### src/rtl/txn_pkg.sv
// Shared definitions for the balance-transfer controller: widths, player
// addresses, direction key codes and the FSM state encoding.
package txn_pkg;

    localparam int         BAL_W        = 8;
    localparam logic       ADDR_P1      = 1'b0;
    localparam logic       ADDR_P2      = 1'b1;
    localparam logic [1:0] KEY_P1_TO_P2 = 2'b01;
    localparam logic [1:0] KEY_P2_TO_P1 = 2'b10;

    typedef enum logic [3:0] {
        IDLE,
        RD_SRC,
        RD_DST,
        CHECK,
        WR_SRC,
        WR_DST,
        ANIM,
        DONE,
        WAIT_LOW
    } state_t;

    function automatic logic key_valid(input logic [1:0] key);
        return (key == KEY_P1_TO_P2) || (key == KEY_P2_TO_P1);
    endfunction

endpackage

### src/rtl/txn_operand_check.sv
// Holds the transfer operands (amount, key, both balances) and produces the
// accept/reject decision plus the two post-transfer balances.
module txn_operand_check
    import txn_pkg::*;
(
    input  logic             clk,
    input  logic             srst,
    input  logic             capture_en_i,
    input  logic             load_amount_i,
    input  logic             load_key_i,
    input  logic [BAL_W-1:0] amount_i,
    input  logic [1:0]       key_i,
    input  logic             src_cap_i,
    input  logic             dst_cap_i,
    input  logic [BAL_W-1:0] mem_rdata_i,
    output logic             src_addr_o,
    output logic             dst_addr_o,
    output logic             reject_o,
    output logic [BAL_W-1:0] src_new_o,
    output logic [BAL_W-1:0] dst_new_o
);

    logic [BAL_W-1:0] amount_q, amount_d;
    logic [1:0]       key_q, key_d;
    logic [BAL_W-1:0] src_bal_q, src_bal_d;
    logic [BAL_W-1:0] dst_bal_q, dst_bal_d;
    logic [BAL_W:0]   dst_sum;

    always_comb begin
        amount_d  = amount_q;
        key_d     = key_q;
        src_bal_d = src_bal_q;
        dst_bal_d = dst_bal_q;
        if (capture_en_i && load_amount_i) amount_d = amount_i;
        if (capture_en_i && load_key_i)    key_d    = key_i;
        if (src_cap_i)                     src_bal_d = mem_rdata_i;
        if (dst_cap_i)                     dst_bal_d = mem_rdata_i;
    end

    always_ff @(posedge clk) begin
        if (srst) begin
            amount_q  <= '0;
            key_q     <= '0;
            src_bal_q <= '0;
            dst_bal_q <= '0;
        end else begin
            amount_q  <= amount_d;
            key_q     <= key_d;
            src_bal_q <= src_bal_d;
            dst_bal_q <= dst_bal_d;
        end
    end

    assign src_addr_o = (key_q == KEY_P2_TO_P1) ? ADDR_P2 : ADDR_P1;
    assign dst_addr_o = (key_q == KEY_P2_TO_P1) ? ADDR_P1 : ADDR_P2;

    // The destination balance arrives on the read bus during the check cycle
    // itself, so the overflow test uses it live instead of the captured copy.
    assign dst_sum  = {1'b0, mem_rdata_i} + {1'b0, amount_q};
    assign reject_o = !key_valid(key_q) || (src_bal_q < amount_q) || dst_sum[BAL_W];

    assign src_new_o = src_bal_q - amount_q;
    assign dst_new_o = dst_bal_q + amount_q;

endmodule

### src/rtl/transaction_control.sv
// Transfer FSM: reads both balances, checks the request, writes the new
// balances, runs the animation and hands back a one-cycle completion pulse.
module transaction_control
    import txn_pkg::*;
(
    input  logic             clock,
    input  logic             reset,
    input  logic             load_amount,
    input  logic             load_key,
    input  logic [BAL_W-1:0] amount_in,
    input  logic [1:0]       key_in,
    input  logic             start_transaction,
    input  logic [BAL_W-1:0] mem_rdata,
    input  logic             anim_done,
    output logic             mem_addr,
    output logic [BAL_W-1:0] mem_wdata,
    output logic             mem_we,
    output logic             anim_start,
    output logic             finished_transaction,
    output logic             txn_ok,
    output logic             txn_rejected
);

    state_t           state_q, state_d;
    logic             txn_ok_q, txn_ok_d;
    logic             txn_rej_q, txn_rej_d;
    logic             anim_start_q, anim_start_d;
    logic             src_addr, dst_addr, reject;
    logic [BAL_W-1:0] src_new, dst_new;

    txn_operand_check u_check (
        .clk           (clock),
        .srst          (reset),
        .capture_en_i  (state_q == IDLE),
        .load_amount_i (load_amount),
        .load_key_i    (load_key),
        .amount_i      (amount_in),
        .key_i         (key_in),
        .src_cap_i     (state_q == RD_DST),
        .dst_cap_i     (state_q == CHECK),
        .mem_rdata_i   (mem_rdata),
        .src_addr_o    (src_addr),
        .dst_addr_o    (dst_addr),
        .reject_o      (reject),
        .src_new_o     (src_new),
        .dst_new_o     (dst_new)
    );

    always_comb begin
        state_d              = state_q;
        txn_ok_d             = txn_ok_q;
        txn_rej_d            = txn_rej_q;
        anim_start_d         = 1'b0;
        mem_addr             = ADDR_P1;
        mem_wdata            = '0;
        mem_we               = 1'b0;
        finished_transaction = 1'b0;
        unique case (state_q)
            IDLE: begin
                if (start_transaction) begin
                    state_d   = RD_SRC;
                    txn_ok_d  = 1'b0;
                    txn_rej_d = 1'b0;
                end
            end
            RD_SRC: begin
                mem_addr = src_addr;
                state_d  = RD_DST;
            end
            RD_DST: begin
                mem_addr = dst_addr;
                state_d  = CHECK;
            end
            CHECK: begin
                if (reject) begin
                    txn_rej_d = 1'b1;
                    state_d   = DONE;
                end else begin
                    state_d   = WR_SRC;
                end
            end
            WR_SRC: begin
                mem_addr  = src_addr;
                mem_wdata = src_new;
                mem_we    = 1'b1;
                state_d   = WR_DST;
            end
            WR_DST: begin
                mem_addr     = dst_addr;
                mem_wdata    = dst_new;
                mem_we       = 1'b1;
                txn_ok_d     = 1'b1;
                anim_start_d = 1'b1;
                state_d      = ANIM;
            end
            ANIM: begin
                if (anim_done) state_d = DONE;
            end
            DONE: begin
                finished_transaction = 1'b1;
                state_d              = WAIT_LOW;
            end
            WAIT_LOW: begin
                // Level request: wait for release so one request is one transfer.
                if (!start_transaction) state_d = IDLE;
            end
            default: state_d = IDLE;
        endcase
    end

    always_ff @(posedge clock) begin
        if (reset) begin
            state_q      <= IDLE;
            txn_ok_q     <= 1'b0;
            txn_rej_q    <= 1'b0;
            anim_start_q <= 1'b0;
        end else begin
            state_q      <= state_d;
            txn_ok_q     <= txn_ok_d;
            txn_rej_q    <= txn_rej_d;
            anim_start_q <= anim_start_d;
        end
    end

    assign anim_start   = anim_start_q;
    assign txn_ok       = txn_ok_q;
    assign txn_rejected = txn_rej_q;

endmodule

### config.mk
export PLATFORM = sky130hd
export DESIGN_NAME = transaction_control
export DESIGN_NICKNAME = d
export VERILOG_FILES = /design/src/rtl/txn_pkg.sv /design/src/rtl/txn_operand_check.sv /design/src/rtl/transaction_control.sv
export SDC_FILE = /design/constraint.sdc
export NUM_CORES = 1
export LEC_CHECK = 0
export ABC_AREA = 1
export ABC_CLOCK_PERIOD_IN_PS = 3650
export CORE_ASPECT_RATIO = 0.6
export CORE_UTILIZATION = 35
export DETAILED_ROUTE_END_ITERATION = 12
export PLACE_DENSITY = 0.68
export SETUP_SLACK_MARGIN = 0.15
export SLEW_MARGIN = 25
export SYNTH_ARGS = -nofsm -noshare
export SYNTH_HDL_FRONTEND = slang
export SYNTH_SLANG_ARGS = --single-unit
### constraint.sdc
create_clock -name clock -period 3.65 [get_ports clock]
set_input_delay 0.73 -clock clock [delete_from_list [all_inputs] [get_ports clock]]
set_output_delay 0.73 -clock clock [all_outputs]
set_load 0.02 [all_outputs]
==> impl_metrics.json <==
{
  "status": "finished, final reports clean",
  "switching_power_uw": 809,
  "ios": 38,
  "p_int_uw": 951,
  "clk_pin_slew_worst_paths_ns": 0.07,
  "yosysUniqueCellTypes": 33,
  "setup_violations": 0,
  "hpwl_mm": 4.72,
  "numCtsBuffers": 5,
  "yosys.area_share.simple_pct": 27.3,
  "synth_top_family_by_area": "simple AND/OR/NAND/NOR gates",
  "dp_cells": 423,
  "total_leakage_power_uw": 0.00125,
  "htree_levels": 2,
  "synth_seq_area_share_pct": 30.1,
  "worst_pin_slew_ns": 0.697,
  "num_rows": 21,
  "synth_fa_ha_area_share_pct": 14.9,
  "globalplace.congestion": 0.822,
  "post_drt_wl_per_cell_um": 13.8,
  "cts_resized": 0,
  "max_cap_violations": 0,
  "hold-worst-slack_ns": 0.464,
  "grt_use_total_pct": 19.1,
  "synth_compound_area_share_pct": 18.2,
  "netlist_area_um2": 2190,
  "dr.pass1.iters": 4,
  "synth-edff-count": 0,
  "cts_buffer_depth": 2,
  "vias_per_cell": 5.03,
  "swShare_pct": 46.0,
  "cts_setup_buffers": 0,
  "antenna_cells": 0,
  "yosys_warnings": 0,
  "wl_mm": 5.94,
  "synth_top_area_cell": "dfxtp_1",
  "postLayoutCoreUtil_pct": 46.8,
  "end_kind": "output port",
  "die_area_um2": 6600,
  "grt_overflow_total": 0,
  "grt_max_degree": 26,
  "fin_crit_sh_pct": 90.8,
  "clk_latency_ns": 0.29,
  "fmax_mhz": 302,
  "syn2layout_area_growth_pct": 23.7,
  "seqPwrFrac_pct": 29.5,
  "reg2reg_slack_ns": 1.70,
  "grt_pass1_wl_mm": 9.83,
  "relSlewSlack_pct": 53.5,
  "design.core.area_um2": 5810,
  "fin_nets": 399,
  "drive_above_1_share_pct": 6.27,
  "ys_async_sr_fraction_pct": 0,
  "hold_viol": 0,
  "die_h_um": 63.3,
  "crit_arrival_ns": 2.58,
  "path_class": "flip-flop to output port",
  "power_density_nw_per_um2": 648,
  "avgSynthCellArea_um2": 7.06,
  "io_buffers": 37,
  "drc_errors": 0,
  "slew_violations": 0,
  "rsz0062_at_grt": "false",
  "first_global_vias": 1996,
  "synth_xor_area_share_pct": 1.20,
  "antenna_found_initial": 0,
  "fill_cells": 595,
  "cts.sinks": 33,
  "netlist_top_cells_area": "dfxtp_1 (30%), ha_1 (13%), nand2_1 (8.0%)",
  "stdcell_count": 431,
  "drtAntennaViolNets": 0,
  "cts_root_buffer": "clkbuf_8",
  "start_util_pct": 37.8,
  "ys_ff_latch": 33,
  "vdd_drop_max_mv": 0.262,
  "layout_min_cycle_time_ns": 3.31,
  "setup_tns_ns": 0,
  "synth_mux_area_share_pct": 0,
  "cts_tree": "built",
  "num_vias": 2169,
  "synth-main-ff-cell": "dfxtp_1",
  "synthCells": 311,
  "crit_path_max_fanout": 4,
  "fin_worst_skew_ns": 0.00677,
  "p_clk_share_pct": 15.4,
  "synth_top_area_share_pct": 30.1,
  "holdBufCountCts": 0,
  "combPwrFrac_pct": 55.1,
  "die_w_um": 104,
  "syn_nets": 360,
  "crit_path_start_kind": "flip-flop",
  "cp.required_ns": 2.92,
  "drtIter0Drc": 151,
  "hold_class": "flip-flop to flip-flop"
}
## synth_stat cells (3+ instances only)
cell	n
nand2_1	47
nor2_1	44
inv_1	35
o21ai_0	35
dfxtp_1	33
a21oi_1	30
ha_1	23
nand3_1	20
nand4_1	5
nor2_4	5
inv_2	4
nor3_1	3
## critical path, stage by stage, from the launching register on
cell	delay, ns
dfxtp_1	0.38
ha_1	0.18
inv_1	0.08
fa_1	0.41
nand3_1	0.09
nand3_1	0.14
or2_2	0.31
nand3_1	0.07
o21ai_0	0.09
clkdlybuf4s50_1	0.55
## final timing paths
| kind | depth (start not counted) | end | start |
|---|---|---|---|
| max | 9 | mem_wdata[4] | u_check.amount_q[0]$_SDFFE_PP0P_ |
| min | 2 | u_check.key_q[0]$_SDFFE_PP0P_ | u_check.key_q[0]$_SDFFE_PP0P_ |
| max reg2reg | 12 | state_q[0]$_SDFFE_PP0P_ | u_check.amount_q[0]$_SDFFE_PP0P_ |
| min reg2reg | 2 | u_check.key_q[0]$_SDFFE_PP0P_ | u_check.key_q[0]$_SDFFE_PP0P_ |
## cells by family after synthesis
kind of cell / Yosys count
and+or+nand+nor: 131
AOI/OAI and AO/OA: 75
buffers and inverters: 44
xor gates and xnor gates: 3
DFF: 33
adders and majority gates: 25
## stage by stage
| stage | total power (uW) | instance area (um^2) | setup slack [ns] |
|---|---|---|---|
| final | 1760 | 2720 | 0.337 |
| after CTS | 1760 | 2710 | 0.304 |
| after global placement | 1470 | 2630 | 0.683 |
| after detailed placement | 1480 | 2630 | 0.628 |
| after floorplan | 1230 | 2190 | 1.21 |
| after global routing | 1920 | 2720 | 0.198 |
## per-layer routing
metal / part of all wire (%) / track usage, % / vias up / wire (um)
met5: 0 / 0 / - / 0
met4: 0.74 / 4.29 / 0 / 44
met3: 7.2 / 4.66 / 6 / 429
met2: 39 / 26.9 / 71 / 2330
met1: 53 / 28.8 / 976 / 3130
li1: - / - / 1116 / -
## power by group through the flow
| stage | clock network, uW | logic, uW | registers [uW] |
|---|---|---|---|
| final | 270 | 970 | 519 |
| after global routing | 302 | 1090 | 531 |
| after CTS | 278 | 962 | 519 |
| after detailed placement | 0 | 955 | 527 |
| after global placement | 0 | 943 | 523 |
| after floorplan | 0 | 720 | 512 |
## flip-flops by register name, summed over array words and instances, names as in the netlist
| signal | count |
|---|---|
| u_check.amount_q | 8 |
| u_check.dst_bal_q | 8 |
| u_check.src_bal_q | 8 |
| state_q | 4 |
| u_check.key_q | 2 |
| anim_start | 1 |
| txn_ok | 1 |
| txn_rejected | 1 |
## area by class of cell
| class | instances | area [um^2] | share of cell area (%) |
|---|---|---|---|
| clock buffer | 6 | 72.6 | 2.67 |
| clock inverter | 2 | 10.0 | 0.369 |
| inverter | 39 | 146 | 5.39 |
| multi-input combinational | 234 | 1350 | 49.8 |
| sequential | 33 | 661 | 24.3 |
| tap | 80 | 100 | 3.69 |
| timing repair buffer | 37 | 373 | 13.7 |
## layout by cell type, fill, tap and decap left out, drive strengths merged
cell type,netlist,layout
clkdlybuf4s50,0,36
xnor2,2,2
a211oi,1,1
nand2,49,49
and2,1,1
or2,2,2
inv,39,39
nand3b,1,1
nand4,5,5
o21ai,37,37
a21oi,30,30
a31o,1,1
a21o,2,2
nor3,3,3
dlymetal6s2s,0,1
clkinv,0,2
nor2,50,50
clkbuf,1,6
o211ai,2,2
a22oi,1,1
xor2,1,1
nand3,20,20
fa,2,2
ha,23,23
a31oi,1,1
dfxtp,33,33
No activity file was read; power rests on OpenSTA's default activity.
